`config.mk`:
```
export PLATFORM = sky130hd
export DESIGN_NAME = race_referee_flat
export DESIGN_NICKNAME = d
export VERILOG_FILES = /design/src/rtl/game_pkg.sv /design/src/rtl/race_referee_if.sv /design/src/rtl/race_referee_light_sequencer.sv /design/src/rtl/race_referee.sv /design/src/flat_wrapper.sv
export SDC_FILE = /design/constraint.sdc
export NUM_CORES = 1
export LEC_CHECK = 0
export CORE_MARGIN = 5
export CORE_UTILIZATION = 47
export DETAILED_ROUTE_END_ITERATION = 8
export GPL_TIMING_DRIVEN = 0
export PLACE_DENSITY = 0.83
export SLEW_MARGIN = 20
export SYNTH_ARGS = -nofsm -noshare
export SYNTH_HDL_FRONTEND = slang
export SYNTH_SLANG_ARGS = --single-unit
```
`constraint.sdc`:
```
create_clock -name clk -period 3.5 [get_ports clk]
set_input_delay 0.7 -clock clk [delete_from_list [all_inputs] [get_ports clk]]
set_output_delay 0.7 -clock clk [all_outputs]
set_load 0.01 [all_outputs]
```
`src/rtl/game_pkg.sv`:
```
// game_pkg: definitions shared by the race referee and the game_logic-side
// displays.
//   phase_e       : referee FSM state encoding, also driven on the phase port
//   STATUS_OK_BIT : bit of a player's status_code that means "OK to display"
//   PLACE_W       : width of one rank field in place_bus
//   POS_W         : width of one position / status field
//   place_inc     : next rank value, saturating at the largest encodable rank
package game_pkg;

    typedef enum logic [2:0] {
        IDLE      = 3'd0,
        COUNTDOWN = 3'd1,
        GREEN     = 3'd2,
        RED       = 3'd3,
        DONE      = 3'd4
    } phase_e;

    localparam int STATUS_OK_BIT = 3;
    localparam int PLACE_W       = 3;
    localparam int POS_W         = 4;

    function automatic logic [PLACE_W-1:0] place_inc(input logic [PLACE_W-1:0] p);
        return (p == 3'd7) ? p : p + 3'd1;
    endfunction

endpackage

```
`src/rtl/race_referee_if.sv`:
```
// race_referee_if: per-player game_logic link between the referee and the
// player lanes.
//   enable, red, win        : referee -> players (light state, rank pulse)
//   max_clicks, max_steps   : referee -> players (latched targets)
//   position_bus            : players -> referee, lane i at [4i+3:4i]
//   status_bus              : players -> referee, lane i at [4i+3:4i]
// Modports: master = referee side, slave = player side.
interface race_referee_if #(
    parameter int NUM_PLAYERS = 4
);
    logic                                   enable;
    logic                                   red;
    logic                                   win;
    logic [game_pkg::POS_W-1:0]             max_clicks;
    logic [game_pkg::POS_W-1:0]             max_steps;
    logic [game_pkg::POS_W*NUM_PLAYERS-1:0] position_bus;
    logic [game_pkg::POS_W*NUM_PLAYERS-1:0] status_bus;

    modport master (
        output enable, red, win, max_clicks, max_steps,
        input  position_bus, status_bus
    );

    modport slave (
        input  enable, red, win, max_clicks, max_steps,
        output position_bus, status_bus
    );
endinterface

```
`src/rtl/race_referee_light_sequencer.sv`:
```
// light_sequencer: IDLE -> COUNTDOWN -> GREEN <-> RED -> DONE light FSM.
//   clk, rst     : clock, asynchronous active-high reset
//   start        : level, accepted only in IDLE or DONE
//   force_done   : every lane is resolved; overrides the phase timer
//   load_o       : start accepted this cycle (referee relatches/clears)
//   phase_o      : current state
//   enable_o, red_o, game_over_o : registered light outputs
module light_sequencer
    import game_pkg::*;
#(
    parameter int COUNTDOWN_CYCLES = 3,
    parameter int GREEN_CYCLES     = 8,
    parameter int RED_CYCLES       = 4,
    parameter int TIMER_W          = 8
) (
    input  logic   clk,
    input  logic   rst,
    input  logic   start,
    input  logic   force_done,
    output logic   load_o,
    output phase_e phase_o,
    output logic   enable_o,
    output logic   red_o,
    output logic   game_over_o
);
    localparam logic [TIMER_W-1:0] CD_LOAD = TIMER_W'(COUNTDOWN_CYCLES - 1);
    localparam logic [TIMER_W-1:0] GR_LOAD = TIMER_W'(GREEN_CYCLES - 1);
    localparam logic [TIMER_W-1:0] RD_LOAD = TIMER_W'(RED_CYCLES - 1);

    phase_e             state_q;
    logic [TIMER_W-1:0] timer_q;
    logic               enable_q;
    logic               red_q;
    logic               game_over_q;

    assign load_o      = start && ((state_q == IDLE) || (state_q == DONE));
    assign phase_o     = state_q;
    assign enable_o    = enable_q;
    assign red_o       = red_q;
    assign game_over_o = game_over_q;

    // Light FSM; enable/red/game_over are written together with the state so
    // they change in the same cycle as the state they belong to.
    always_ff @(posedge clk or posedge rst) begin
        if (rst) begin
            state_q     <= IDLE;
            timer_q     <= '0;
            enable_q    <= 1'b0;
            red_q       <= 1'b1;
            game_over_q <= 1'b0;
        end else begin
            case (state_q)
                IDLE, DONE: begin
                    if (start) begin
                        state_q     <= COUNTDOWN;
                        timer_q     <= CD_LOAD;
                        enable_q    <= 1'b0;
                        red_q       <= 1'b1;
                        game_over_q <= 1'b0;
                    end
                end
                COUNTDOWN: begin
                    if (timer_q == '0) begin
                        state_q  <= GREEN;
                        timer_q  <= GR_LOAD;
                        enable_q <= 1'b1;
                        red_q    <= 1'b0;
                    end else begin
                        timer_q <= timer_q - 1'b1;
                    end
                end
                GREEN, RED: begin
                    // Game over wins over a phase change in the same cycle.
                    if (force_done) begin
                        state_q     <= DONE;
                        enable_q    <= 1'b0;
                        red_q       <= 1'b1;
                        game_over_q <= 1'b1;
                    end else if (timer_q == '0) begin
                        if (state_q == GREEN) begin
                            state_q <= RED;
                            timer_q <= RD_LOAD;
                            red_q   <= 1'b1;
                        end else begin
                            state_q <= GREEN;
                            timer_q <= GR_LOAD;
                            red_q   <= 1'b0;
                        end
                    end else begin
                        timer_q <= timer_q - 1'b1;
                    end
                end
                default: begin
                    state_q     <= IDLE;
                    timer_q     <= '0;
                    enable_q    <= 1'b0;
                    red_q       <= 1'b1;
                    game_over_q <= 1'b0;
                end
            endcase
        end
    end
endmodule

```
`src/rtl/race_referee.sv`:
```
// race_referee: central referee of the click race.
//   clk, rst               : clock, asynchronous active-high reset
//   start                  : level, sampled in IDLE or DONE
//   cfg_clicks, cfg_steps  : targets, latched when start is accepted
//   bus (master)           : enable/red/win/max_* out, position/status in
//   finished, eliminated   : per-lane result flags
//   place_bus              : rank of lane i at [3i+2:3i], 0 = unranked
//   game_over, phase       : DONE flag and FSM state
module race_referee
    import game_pkg::*;
#(
    parameter int NUM_PLAYERS      = 4,
    parameter int COUNTDOWN_CYCLES = 3,
    parameter int GREEN_CYCLES     = 8,
    parameter int RED_CYCLES       = 4,
    parameter int TIMER_W          = 8
) (
    input  logic                           clk,
    input  logic                           rst,
    input  logic                           start,
    input  logic [POS_W-1:0]               cfg_clicks,
    input  logic [POS_W-1:0]               cfg_steps,
    race_referee_if.master                 bus,
    output logic [NUM_PLAYERS-1:0]         finished,
    output logic [NUM_PLAYERS-1:0]         eliminated,
    output logic [PLACE_W*NUM_PLAYERS-1:0] place_bus,
    output logic                           game_over,
    output logic [2:0]                     phase
);
    phase_e                         phase_s;
    logic                           load_s;
    logic                           eval_s;
    logic                           force_done_s;
    logic                           picked_s;

    logic [NUM_PLAYERS-1:0]         finished_q,   finished_d;
    logic [NUM_PLAYERS-1:0]         eliminated_q, eliminated_d;
    logic [PLACE_W*NUM_PLAYERS-1:0] place_q,      place_d;
    logic [PLACE_W-1:0]             next_place_q, next_place_d;
    logic                           win_q,        win_d;
    logic [POS_W-1:0]               max_clicks_q, max_clicks_d;
    logic [POS_W-1:0]               max_steps_q,  max_steps_d;

    light_sequencer #(
        .COUNTDOWN_CYCLES (COUNTDOWN_CYCLES),
        .GREEN_CYCLES     (GREEN_CYCLES),
        .RED_CYCLES       (RED_CYCLES),
        .TIMER_W          (TIMER_W)
    ) u_lights (
        .clk         (clk),
        .rst         (rst),
        .start       (start),
        .force_done  (force_done_s),
        .load_o      (load_s),
        .phase_o     (phase_s),
        .enable_o    (bus.enable),
        .red_o       (bus.red),
        .game_over_o (game_over)
    );

    assign eval_s = (phase_s == GREEN) || (phase_s == RED);

    // Next results: config latch on start, otherwise per-lane elimination and
    // a single lowest-index finisher per cycle.
    always_comb begin
        finished_d   = finished_q;
        eliminated_d = eliminated_q;
        place_d      = place_q;
        next_place_d = next_place_q;
        win_d        = 1'b0;
        max_clicks_d = max_clicks_q;
        max_steps_d  = max_steps_q;
        picked_s     = 1'b0;
        if (load_s) begin
            max_clicks_d = cfg_clicks;
            max_steps_d  = (cfg_steps == 4'd0) ? 4'd1 : cfg_steps;
            finished_d   = '0;
            eliminated_d = '0;
            place_d      = '0;
            next_place_d = 3'd1;
        end else if (eval_s) begin
            // Ascending loop with a picked flag gives lowest-index priority.
            for (int i = 0; i < NUM_PLAYERS; i++) begin
                if (!finished_q[i] && !eliminated_q[i]) begin
                    if (!bus.status_bus[POS_W*i + STATUS_OK_BIT]) begin
                        eliminated_d[i] = 1'b1;
                    end else if ((bus.position_bus[POS_W*i +: POS_W] >= max_steps_q) && !picked_s) begin
                        picked_s                      = 1'b1;
                        finished_d[i]                 = 1'b1;
                        place_d[PLACE_W*i +: PLACE_W] = next_place_q;
                        win_d                         = 1'b1;
                        next_place_d                  = place_inc(next_place_q);
                    end else begin
                        picked_s = picked_s;
                    end
                end else begin
                    picked_s = picked_s;
                end
            end
        end else begin
            win_d = 1'b0;
        end
    end

    assign force_done_s = eval_s && (&(finished_d | eliminated_d));

    // Result and target registers.
    always_ff @(posedge clk or posedge rst) begin
        if (rst) begin
            finished_q   <= '0;
            eliminated_q <= '0;
            place_q      <= '0;
            next_place_q <= 3'd1;
            win_q        <= 1'b0;
            max_clicks_q <= 4'd0;
            max_steps_q  <= 4'd0;
        end else begin
            finished_q   <= finished_d;
            eliminated_q <= eliminated_d;
            place_q      <= place_d;
            next_place_q <= next_place_d;
            win_q        <= win_d;
            max_clicks_q <= max_clicks_d;
            max_steps_q  <= max_steps_d;
        end
    end

    assign bus.win        = win_q;
    assign bus.max_clicks = max_clicks_q;
    assign bus.max_steps  = max_steps_q;
    assign finished       = finished_q;
    assign eliminated     = eliminated_q;
    assign place_bus      = place_q;
    assign phase          = phase_s;
endmodule

```
`src/flat_wrapper.sv`:
```
// flat-port wrapper written by rule: the top's interface ports become plain ports
module race_referee_flat import game_pkg::*;
#(
    parameter int NUM_PLAYERS      = 4,
    parameter int COUNTDOWN_CYCLES = 3,
    parameter int GREEN_CYCLES     = 8,
    parameter int RED_CYCLES       = 4,
    parameter int TIMER_W          = 8
)
  (clk, rst, start, cfg_clicks, cfg_steps, finished, eliminated, place_bus, game_over, phase, bus_enable, bus_red, bus_win, bus_max_clicks, bus_max_steps, bus_position_bus, bus_status_bus);
  race_referee_if #(.NUM_PLAYERS(NUM_PLAYERS)) bus_i ();
  input  logic clk;
  input  logic rst;
  input  logic start;
  input  logic [POS_W-1:0] cfg_clicks;
  input  logic [POS_W-1:0] cfg_steps;
  output logic [NUM_PLAYERS-1:0] finished;
  output logic [NUM_PLAYERS-1:0] eliminated;
  output logic [PLACE_W*NUM_PLAYERS-1:0] place_bus;
  output logic game_over;
  output logic [2:0] phase;
  output wire logic [$bits(bus_i.enable)-1:0] bus_enable;
  output wire logic [$bits(bus_i.red)-1:0] bus_red;
  output wire logic [$bits(bus_i.win)-1:0] bus_win;
  output wire logic [$bits(bus_i.max_clicks)-1:0] bus_max_clicks;
  output wire logic [$bits(bus_i.max_steps)-1:0] bus_max_steps;
  input wire logic [$bits(bus_i.position_bus)-1:0] bus_position_bus;
  input wire logic [$bits(bus_i.status_bus)-1:0] bus_status_bus;
  assign bus_enable = bus_i.enable;
  assign bus_red = bus_i.red;
  assign bus_win = bus_i.win;
  assign bus_max_clicks = bus_i.max_clicks;
  assign bus_max_steps = bus_i.max_steps;
  assign bus_i.position_bus = bus_position_bus;
  assign bus_i.status_bus = bus_status_bus;
  race_referee #(.NUM_PLAYERS(NUM_PLAYERS), .COUNTDOWN_CYCLES(COUNTDOWN_CYCLES), .GREEN_CYCLES(GREEN_CYCLES), .RED_CYCLES(RED_CYCLES), .TIMER_W(TIMER_W)) u_core (.clk(clk), .rst(rst), .start(start), .cfg_clicks(cfg_clicks), .cfg_steps(cfg_steps), .bus(bus_i), .finished(finished), .eliminated(eliminated), .place_bus(place_bus), .game_over(game_over), .phase(phase));
endmodule
```
==> impl_results.md, run 1 <==
- RePlAce Congestion: around 0.86
- Wire length per cell: 14.7 um
- Final non-filler cell total: between 400 and 500
- Chip Width: approximately 84 um
- Post-DP HPWL: between 4000 and 5000 um
- H-Tree Depth: 2
- Crit path DAT: roughly 3.5 ns
- Reg2reg path depth: 9
- Io pins: 78
- Final nets: slightly above 400
- Top Family by Delay on Critical Path: compound AO/OA/AOI/OAI gates
- Design area: ~3400 um^2
- Sw power: ~1100 uW
- Period utilization: roughly 95%
- GRT overflow: 0
- Full die area: slightly above 7000 um^2
- Fin crit period: around 3.3 ns
- Seq cells post-synth: 46
- Leading post-synthesis cells by cell area: dfrtp_1 43%, ha_1 9.2%, nor2_1 6.7%
- Clock skew: roughly 0.0074 ns
- Fmax: 302 MHz
- Reg2Reg Setup Slack: just under 0.6 ns
- CP peak stage delay: 0.46 ns
- WHS Path Cells: 2
- Antenna-violating nets left: 0
- Crit-path max FO: 5
- HP Start: u_core.bus.max_clicks[0]
- Slowest cell on crit path: clkdlybuf4s50_1
- WHS Endpoint: u_core.bus.max_clicks[0]
- Cells after DPL: slightly above 400
- Antenna diodes: 0
- CTS tree: done
- Slew margin rel.: between 30% and 40%
- CP Launch Type: input port
- Core Util, Final: between 60 and 70%
- # setup viols final: 0
- Die extent in y: 84.0 um
- CP Capture Type: flip-flop
- Worst reg2reg path endpoint: u_core.u_lights.timer_q[3]
- TritonRoute pass-1 iters: 4
- Sequential area share after synthesis: ~45%
- Synth cell types: 48
- Slew @ Worst Pin: 1.00 ns
- Count of final hold-check violations: 0
- Post-synth top flop: dfrtp_1
- Residual DRC: 0
- Combinational share of power: around 54%
- Area leader, netlist: dfrtp_1
- Area grow syn2layout: 33.1%
- FF-to-FF Start: u_core.bus.max_steps[0]
- RSZ-0062 raised after global routing: no
- Pin count of the biggest net entering global routing: 32
- YS warnings: 0
- Mapped Cells: roughly 270
- Register share of total power: approximately a third
- Status: completed
- IO buf count: 65
- Synth async-reset ratio: 100%
- Slew Limit Fails: 0
- Mean Syn Cell Area: approximately 9.6 um^2
- Post-DP Area: approximately 3300 um^2
- Worst-path clk slew: 0.09 ns
- Max Cap Viol: 0
- CP cell instances: clkdlybuf4s50_1, inv_1, ha_1, nand2b_1, a2111oi_2, nor4_1, or3_4, o31a_4, o31ai_4, or2_2, o221ai_1
- Clock Latency Late Sink: ~0.3 ns
- Pwr dens: roughly 800 nW/um^2
- Total power: approximately 2700 uW
- FP Rows: 27
- Initial antenna violation count: 0
- Initial drt markers: approximately 110
- Pre-CTS setup slack: -0.223 ns
- Aggregate routed wire length: slightly above 6000 um
- Via count: approximately 2.2k
- Hold Path Class: reg -> reg
- Global Route Usage Sum: ~18%
- Vias in the first global route: 2249
- Power share of the clock group: roughly an eighth
- Sw Share: 41.9%
- Hold-fix buffers, CTS: 0
- Cell Area, Synth: ~2600 um^2
- First-pass GRT wire length: around 11000 um
- Sink Count: 46
- CTS Buf Count: 5
- Pleak: approximately 0.0016 uW
- Cell-internal power: between 1500 and 2000 uW
- Syn_nets: about 330
- Synth top area share: 42.8%
- Number of synthesized flops with an enable pin: 0
- Starting density of the core: around 48%
- Share of layout cells above drive strength 1: about 6.7%
- Root buf cell: clkbuf_8
- Kind of critical path: in -> reg
- Worst IR Drop VDD: 432 uV
- Via-per-instance ratio: about 5.4
- Core box area: roughly 5400 um^2
- Critical path buffer and inverter count: 2
- Maximum clock path buffer count: 2
- Final setup margin: about 0.18 ns
- Req. time, crit path: approximately 3.7 ns
[power by group through the flow]
| stage | Combinational (uW) | Clock [uW] | Sequential, uW |
|---|---|---|---|
| 6_report | 1450 | 325 | 924 |
| 5_1_grt | 1620 | 360 | 959 |
| 4_1_cts | 1460 | 332 | 923 |
| 3_5_place_dp | 1450 | 0 | 933 |
| 3_3_place_gp | 1410 | 0 | 925 |
| 2_1_floorplan | 851 | 0 | 963 |
[synthesized netlist by cell type, types with 2 or more instances]
library cell / count
nand2b_1: 7
xor2_1: 2
nor2b_1: 3
o21ai_0: 13
nor4b_1: 2
inv_1: 12
clkbuf_1: 5
ha_1: 19
a21oi_1: 7
nand3_1: 5
o21ai_1: 3
o41ai_1: 3
dfrtp_1: 44
o31ai_1: 6
a22o_1: 2
or3_1: 3
mux2i_1: 12
nor2_1: 46
nor4_1: 4
dfstp_2: 2
nor3_1: 9
nand2_1: 31
o21a_1: 4
[stage by stage]
step                      TNS (ns)  hold slack, ns
after floorplan                  0           0.459
after global placement       -1.01           0.459
after detailed placement     -1.58           0.470
after CTS                        0           0.492
after global routing             0           0.516
final                            0           0.485
[flip-flops by register name, summed over array words and instances, names as in the netlist]
register / cells
u_core.place_bus: 12
u_core.u_lights.timer_q: 8
u_core.bus.max_clicks: 4
u_core.bus.max_steps: 4
u_core.eliminated: 4
u_core.finished: 4
u_core.next_place_q: 3
u_core.u_lights.phase_o: 3
u_core.bus.win: 1
u_core.u_lights.enable_o: 1
u_core.u_lights.game_over_o: 1
u_core.u_lights.red_o: 1
[cells in the final DEF (no fill, tap or decap), types with 2 or more instances in the layout]
cell type	count
o31ai_1	6
nand2_1	31
ha_1	19
or3_1	3
nand2b_1	7
dfrtp_1	44
inv_1	11
clkdlybuf4s50_1	65
xor2_1	2
nor3_1	9
nor2_1	46
dfstp_2	2
a22o_1	2
clkbuf_8	5
nor2b_1	3
o21ai_0	13
nor4_1	4
clkbuf_1	6
a21oi_1	7
nand3_1	5
o21a_1	4
o21ai_1	3
nor4b_1	2
o41ai_1	3
mux2i_1	12
[per-layer routing]
layer | share of wire, % | routed length [um] | vias to the layer above | global-route usage (%)
met5 | 0 | 0 | - | 0
met2 | 50 | 3070 | 51 | 31.6
li1 | - | - | 1101 | -
met1 | 43 | 2630 | 1074 | 22.3
met4 | 2.4 | 147 | 0 | 7.31
met3 | 4.4 | 271 | 16 | 4.05
[repair_timing]
item / 4_1_cts / 5_1_grt
endpoints found under the setup margin: 0 / 8
buffers inserted: 0 / 0
gates resized for setup: 0 / 1
[area by class of cell]
type | instances | area [um^2]
well taps | 72 | 90.1
multi-input cells | 204 | 1350
fillers | 466 | 1980
clock buffers | 6 | 72.6
flip-flops and latches | 46 | 1150
clock inverters | 2 | 13.8
repair buffers | 66 | 671
plain buffers | 7 | 33.8
inverters | 12 | 45.0
[worst min-delay path: stages, from the launching register on]
cell,delay (ns)
dfrtp_1,0.35
nand2_1,0.05
nand2_1,0.05
[how the worst max path moves through the flow]
stage,end,from,depth (start not counted)
after global routing,u_core.u_lights.timer_q[3],bus_position_bus[4],11
after detailed placement,u_core.u_lights.timer_q[3],bus_position_bus[4],11
final,u_core.u_lights.timer_q[3],bus_position_bus[4],11
after global placement,u_core.u_lights.timer_q[3],bus_position_bus[4],11
after CTS,u_core.u_lights.timer_q[3],bus_position_bus[4],11
after floorplan,u_core.u_lights.timer_q[3],bus_position_bus[0],10
[cells by family (layout without fill, tap and decap cells)]
kind of cell	Yosys count	in the layout	share of synthesized area [%]
simple gates	119	119	22.0
compound gates	52	52	15.6
flops	46	46	44.8
fa+ha+maj	19	19	9.23
buf+inv	19	93	3.06
mux	12	12	4.66
xor+xnor	2	2	0.680
Power figures use the tool's default switching activity.
==> run 2, diff against run 1 <==
Settings changed: CELL_PAD_IN_SITES_DETAIL_PLACEMENT set to 1, CELL_PAD_IN_SITES_GLOBAL_PLACEMENT set to 1, CORE_UTILIZATION 47 to 35, GPL_TIMING_DRIVEN 0 to not set, SKIP_CTS_REPAIR_TIMING set to 1.
==> run 2 against run 1 <==
Net effect: sequential power is 1% higher; power up 6.4%; final cell count grew 7.5%; first-iteration DRC count decreased by 49%; clock power up 24%; clock skew is 0.0046 ns higher; combinational power rose by 6%.
==> impl_results.md, run 2 (same netlist as run 1, synthesis figures left out) <==
- RSZ-0062 raised after global routing: no
- Slew @ Worst Pin: between 0.9 and 1 ns
- Via count: between 2k and 2.5k
- Initial antenna violation count: 0
- Io pins: 78
- Residual DRC: 0
- Worst-path clk slew: ~0.09 ns
- Initial drt markers: 54
- Vias in the first global route: about 2.5k
- CTS tree: done
- TritonRoute pass-1 iters: 4
- Share of layout cells above drive strength 1: 9.80%
- Chip Width: around 96 um
- Pin count of the biggest net entering global routing: 47
- Reg2Reg Setup Slack: approximately 0.61 ns
- HP Start: u_core.bus.max_clicks[1]
- GRT overflow: 0
- Clock skew: 0.0120 ns
- Root buf cell: clkbuf_8
- Slew margin rel.: between 30% and 40%
- Fin crit period: approximately 3.3 ns
- Slew Limit Fails: 0
- Final nets: between 400 and 500
- Crit-path max FO: 11
- Fmax: slightly above 300 MHz
- Crit path DAT: between 3 and 4 ns
- Aggregate routed wire length: approximately 7300 um
- Worst setup path startpoint: bus_position_bus[0]
- Largest register FFs: 12
- FF-to-FF Start: u_core.bus.max_steps[0]
- Global Route Usage Sum: between 10% and 20%
- Worst IR Drop VDD: approximately 280 uV
- Count of final hold-check violations: 0
- Period utilization: between 90% and 100%
- Antenna diodes: 0
- Commonest non-fill, non-tap cell in the layout: clkdlybuf4s50_1
- Max Cap Viol: 0
- Wire length per cell: around 16 um
- Cells after DPL: ~440
- Sink Count: 46
- Req. time, crit path: around 3.7 ns
- H-Tree Depth: 2
- CP Capture Type: flip-flop
- Starting density of the core: 35.7%
- Final non-filler cell total: about 450
- Clock Latency Late Sink: roughly 0.30 ns
- First-pass GRT wire length: 12000 um
- Hold Path Class: reg -> reg
- IO buf count: between 60 and 70
- RePlAce Congestion: 0.774
- Pleak: about 0.0016 uW
- Status: completed
- Final setup margin: ~0.2 ns
- FP Rows: 31
- # setup viols final: 0
- Kind of critical path: in -> reg
- Area grow syn2layout: 36.9%
- Core box area: a little over 7000 um^2
- CP Launch Type: input port
- Pwr dens: slightly above 800 nW/um^2
- Core Util, Final: approximately 49%
- CTS Buf Count: 5
- Via-per-instance ratio: between 5 and 6
- Die extent in y: 95.8 um
- Maximum clock path buffer count: 2
- Antenna-violating nets left: 0
- Post-DP HPWL: between 5000 and 6000 um
- Pre-CTS setup slack: -0.222 ns
- Full die area: between 9000 and 10000 um^2
- Most frequent cells in the layout: 65 x clkdlybuf4s50_1, 46 x nor2_1, 44 x dfrtp_1, 31 x nand2_1, 19 x ha_1
==> run 2: cell count changes in the layout (fill, tap and decap cells not counted), sizes merged <==
cell    before  now
buf          3   12
bufinv       0    1
clkbuf      11    5
==> run 2: through the flow <==
step	instance area [um^2]	total power, uW	setup TNS (ns)	hold WS [ns]
2_1_floorplan	2570	1810	0	0.459
3_3_place_gp	3410	2410	-0.491	0.464
3_5_place_dp	3410	2490	-2.37	0.466
4_1_cts	3520	2910	0	0.485
5_1_grt	3520	3120	0	0.516
6_report	3520	2870	0	0.483
==> run 2: worst max-delay path, cell delays in order <==
cell and delay, ns:
clkdlybuf4s50_1 0.46, inv_1 0.04, ha_1 0.28, nand2b_4 0.15
a2111oi_4 0.42, nor3_2 0.11, or3_4 0.39, o31a_4 0.32
o31ai_4 0.25, buf_4 0.21, o21ai_0 0.09, o41ai_1 0.07
==> run 2: metal layers <==
metal / GRT usage [%] / part of all wire [%]
met1: 18.9 / 39
met2: 31.8 / 55
met3: 3.75 / 4.6
met4: 5.09 / 1.3
met5: 0 / 0
==> run 2: where the power goes <==
| part | leakage [uW] | total (uW) | switching [uW] | internal (uW) |
|---|---|---|---|---|
| Sequential | 0.000597 | 933 | 199 | 734 |
| Clock | 0.0000585 | 404 | 189 | 214 |
| Combinational | 0.000946 | 1540 | 799 | 739 |
==> run 2: layout make-up <==
type / count / area [um^2]
Inverter: 12 / 46.3
Multi-Input combinational cell: 204 / 1350
Clock buffer: 5 / 68.8
Tap cell: 99 / 124
Fill cell: 830 / 3690
Clock inverter: 3 / 43.8
Sequential cell: 46 / 1150
Timing Repair Buffer: 77 / 741
==> run 2: worst paths after layout <==
check / to / cells past startpoint
max in group asynchronous: u_core.u_lights.timer_q[1] / 2
min in group asynchronous: u_core.u_lights.timer_q[5] / 2
worst max register to register: u_core.u_lights.timer_q[5] / 10
worst min register to register: u_core.bus.max_clicks[1] / 2
worst min-delay path: u_core.bus.max_clicks[1] / 2
worst max-delay path: u_core.u_lights.timer_q[5] / 12
==> run 3, diff against run 2 <==
Settings changed: CORE_UTILIZATION 35 to 47, DONT_BUFFER_PORTS set to 1, PLACE_DENSITY 0.83 to 0.82.
==> run 3 against run 2 <==
Net effect: global-route usage is 2.7 points higher; clock skew decreased by 0.0067 ns; non-clock buffer count down 73.
==> impl_results.md, run 3 (same netlist as run 1, synthesis figures left out) <==
- Status: completed
- Via count: around 2.0k
- Aggregate routed wire length: around 6500 um
- Slew Limit Fails: 0
- Sink Count: 46
- Clock Latency Late Sink: between 0.3 and 0.4 ns
- IO buf count: 0
- GRT overflow: 0
- Die extent in y: between 80 and 90 um
- Design area: 2780 um^2
- Area grow syn2layout: 7.97%
- Kind of critical path: reg -> reg
- First-pass GRT wire length: between 10000 and 15000 um
- Crit-path max FO: 6
- Initial antenna violation count: 0
- Chip Width: between 80 and 90 um
- H-Tree Depth: 2
- Post-DP HPWL: about 5000 um
- Wire length per cell: 18.9 um
- RePlAce Congestion: approximately 0.83
- Pin count of the biggest net entering global routing: 47
- Post-DP Area: ~2700 um^2
- Period utilization: approximately nine tenths
- TritonRoute pass-1 iters: 4
- Share of layout cells above drive strength 1: between 9 and 10%
- Antenna diodes: 0
- Slew margin rel.: 31.0%
- Residual DRC: 0
- Commonest non-fill, non-tap cell in the layout: nor2_1
- Via-per-instance ratio: a little under 6
- Global Route Usage Sum: between 10% and 20%
- Count of final hold-check violations: 0
- CP Capture Type: flip-flop
- Reg2Reg Setup Slack: around 0.35 ns
- Max Cap Viol: 0
- Vias in the first global route: ~2.2k
- Pwr dens: about 910 nW/um^2
- Most frequent cells in the layout: 46 x nor2_1, 44 x dfrtp_1, 31 x nand2_1, 19 x ha_1, 13 x o21ai_0
- CTS Buf Count: 5
- Sw power: around 1100 uW
- RSZ-0062 raised after global routing: no
- CTS tree: done
- CP Launch Type: flip-flop
- Register share of total power: 40.8%
- Fillers: around 630
- FP Rows: 27
- Crit path DAT: ~3.3 ns
- Initial drt markers: 63
- Worst IR Drop VDD: 374 uV
- Final nets: 335
- Cell-internal power: about 1400 uW
- Combinational share of power: approximately 43%
- # setup viols final: 0
- Pleak: between 0.001 and 0.0015 uW
- Clock skew: 0.00524 ns
- Root buf cell: clkbuf_8
- Slew @ Worst Pin: just over 1 ns
- Starting density of the core: ~48%
- Req. time, crit path: 3.68 ns
- Maximum clock path buffer count: 2
- Sw Share: between 40% and 50%
- Hold Path Class: in -> async
- Setup TNS: 0 ns
- Power share of the clock group: 16.7%
- Worst-path clk slew: roughly 0.09 ns
- Fmax: ~320 MHz
- Antenna-violating nets left: 0
- Io pins: approximately 80
- Largest register FFs: 12
- Fin crit period: approximately 3.2 ns
- Core box area: 5410 um^2
- Full die area: slightly above 7000 um^2
-- run 3: cell types whose count changed in the layout (fill, tap and decap cells not counted) --
cell             delta
clkdlybuf4s50_1    -65
buf_4               -8
a2111oi_1           +1
a2111oi_2           -1
clkinv_2            -1
clkinvlp_4          +1
inv_6               -1
inv_8               +1
-- run 3: through the flow --
| stage | hold slack [ns] | std cells | util, % | setup slack, ns | total power, uW |
|---|---|---|---|---|---|
| after floorplan | 0.459 | 269 | - | 0.499 | 1810 |
| after global placement | 0.486 | 338 | 49.2 | 0.229 | 2050 |
| after detailed placement | 0.497 | 338 | 49.2 | 0.155 | 2120 |
| after CTS | 0.486 | 346 | 51.4 | 0.353 | 2560 |
| after global routing | 0.454 | 346 | 51.4 | 0.210 | 2760 |
| final | 0.395 | 346 | 51.4 | 0.350 | 2520 |
-- run 3: worst max-delay path: stages, from the launching register on --
cell       delay (ns)
dfrtp_1          0.51
ha_1             0.33
nand2b_1         0.15
a2111oi_1        0.50
nor4_1           0.16
or3_4            0.38
o31a_4           0.32
o31ai_4          0.33
or2_2            0.22
o221ai_1         0.12
-- run 3: cell type report --
cell class	count	area [um^2]	area share, %
timing repair buffer	4	30.0	1.08
sequential	46	1150	41.5
multi-input combinational	204	1340	48.3
tap	72	90.1	3.24
clock inverter	3	48.8	1.76
clock buffer	5	68.8	2.48
inverter	12	46.3	1.67
-- run 3: metal layers --
metal  wire, um  GRT usage (%)  vias to the layer above  share of wire (%)
met3        453           7.40                       10                6.9
met1       2560           22.2                     1019                 39
li1           -              -                      956                  -
met5          0              0                        -                  0
met2       3410           34.2                       46                 52
met4        102           6.29                        0                1.6
-- run 3: path summary, 6_finish.rpt --
kind | start | cells past startpoint | endpoint
min reg2reg | u_core.u_lights.timer_q[1] | 2 | u_core.u_lights.timer_q[1]
max | u_core.bus.max_steps[0] | 9 | u_core.u_lights.timer_q[3]
max in group asynchronous | rst | 1 | u_core.finished[2]
min | rst | 1 | u_core.place_bus[6]
min in group clk | cfg_clicks[1] | 2 | u_core.bus.max_clicks[1]
max reg2reg | u_core.bus.max_steps[0] | 9 | u_core.u_lights.timer_q[3]
-- run 3: power groups by stage --
stage	sequential, uW	clock, uW	combinational [uW]
3_5_place_dp	1050	0	1070
5_1_grt	1070	465	1220
2_1_floorplan	963	0	851
6_report	1030	421	1070
4_1_cts	1040	434	1090
3_3_place_gp	1040	0	1010
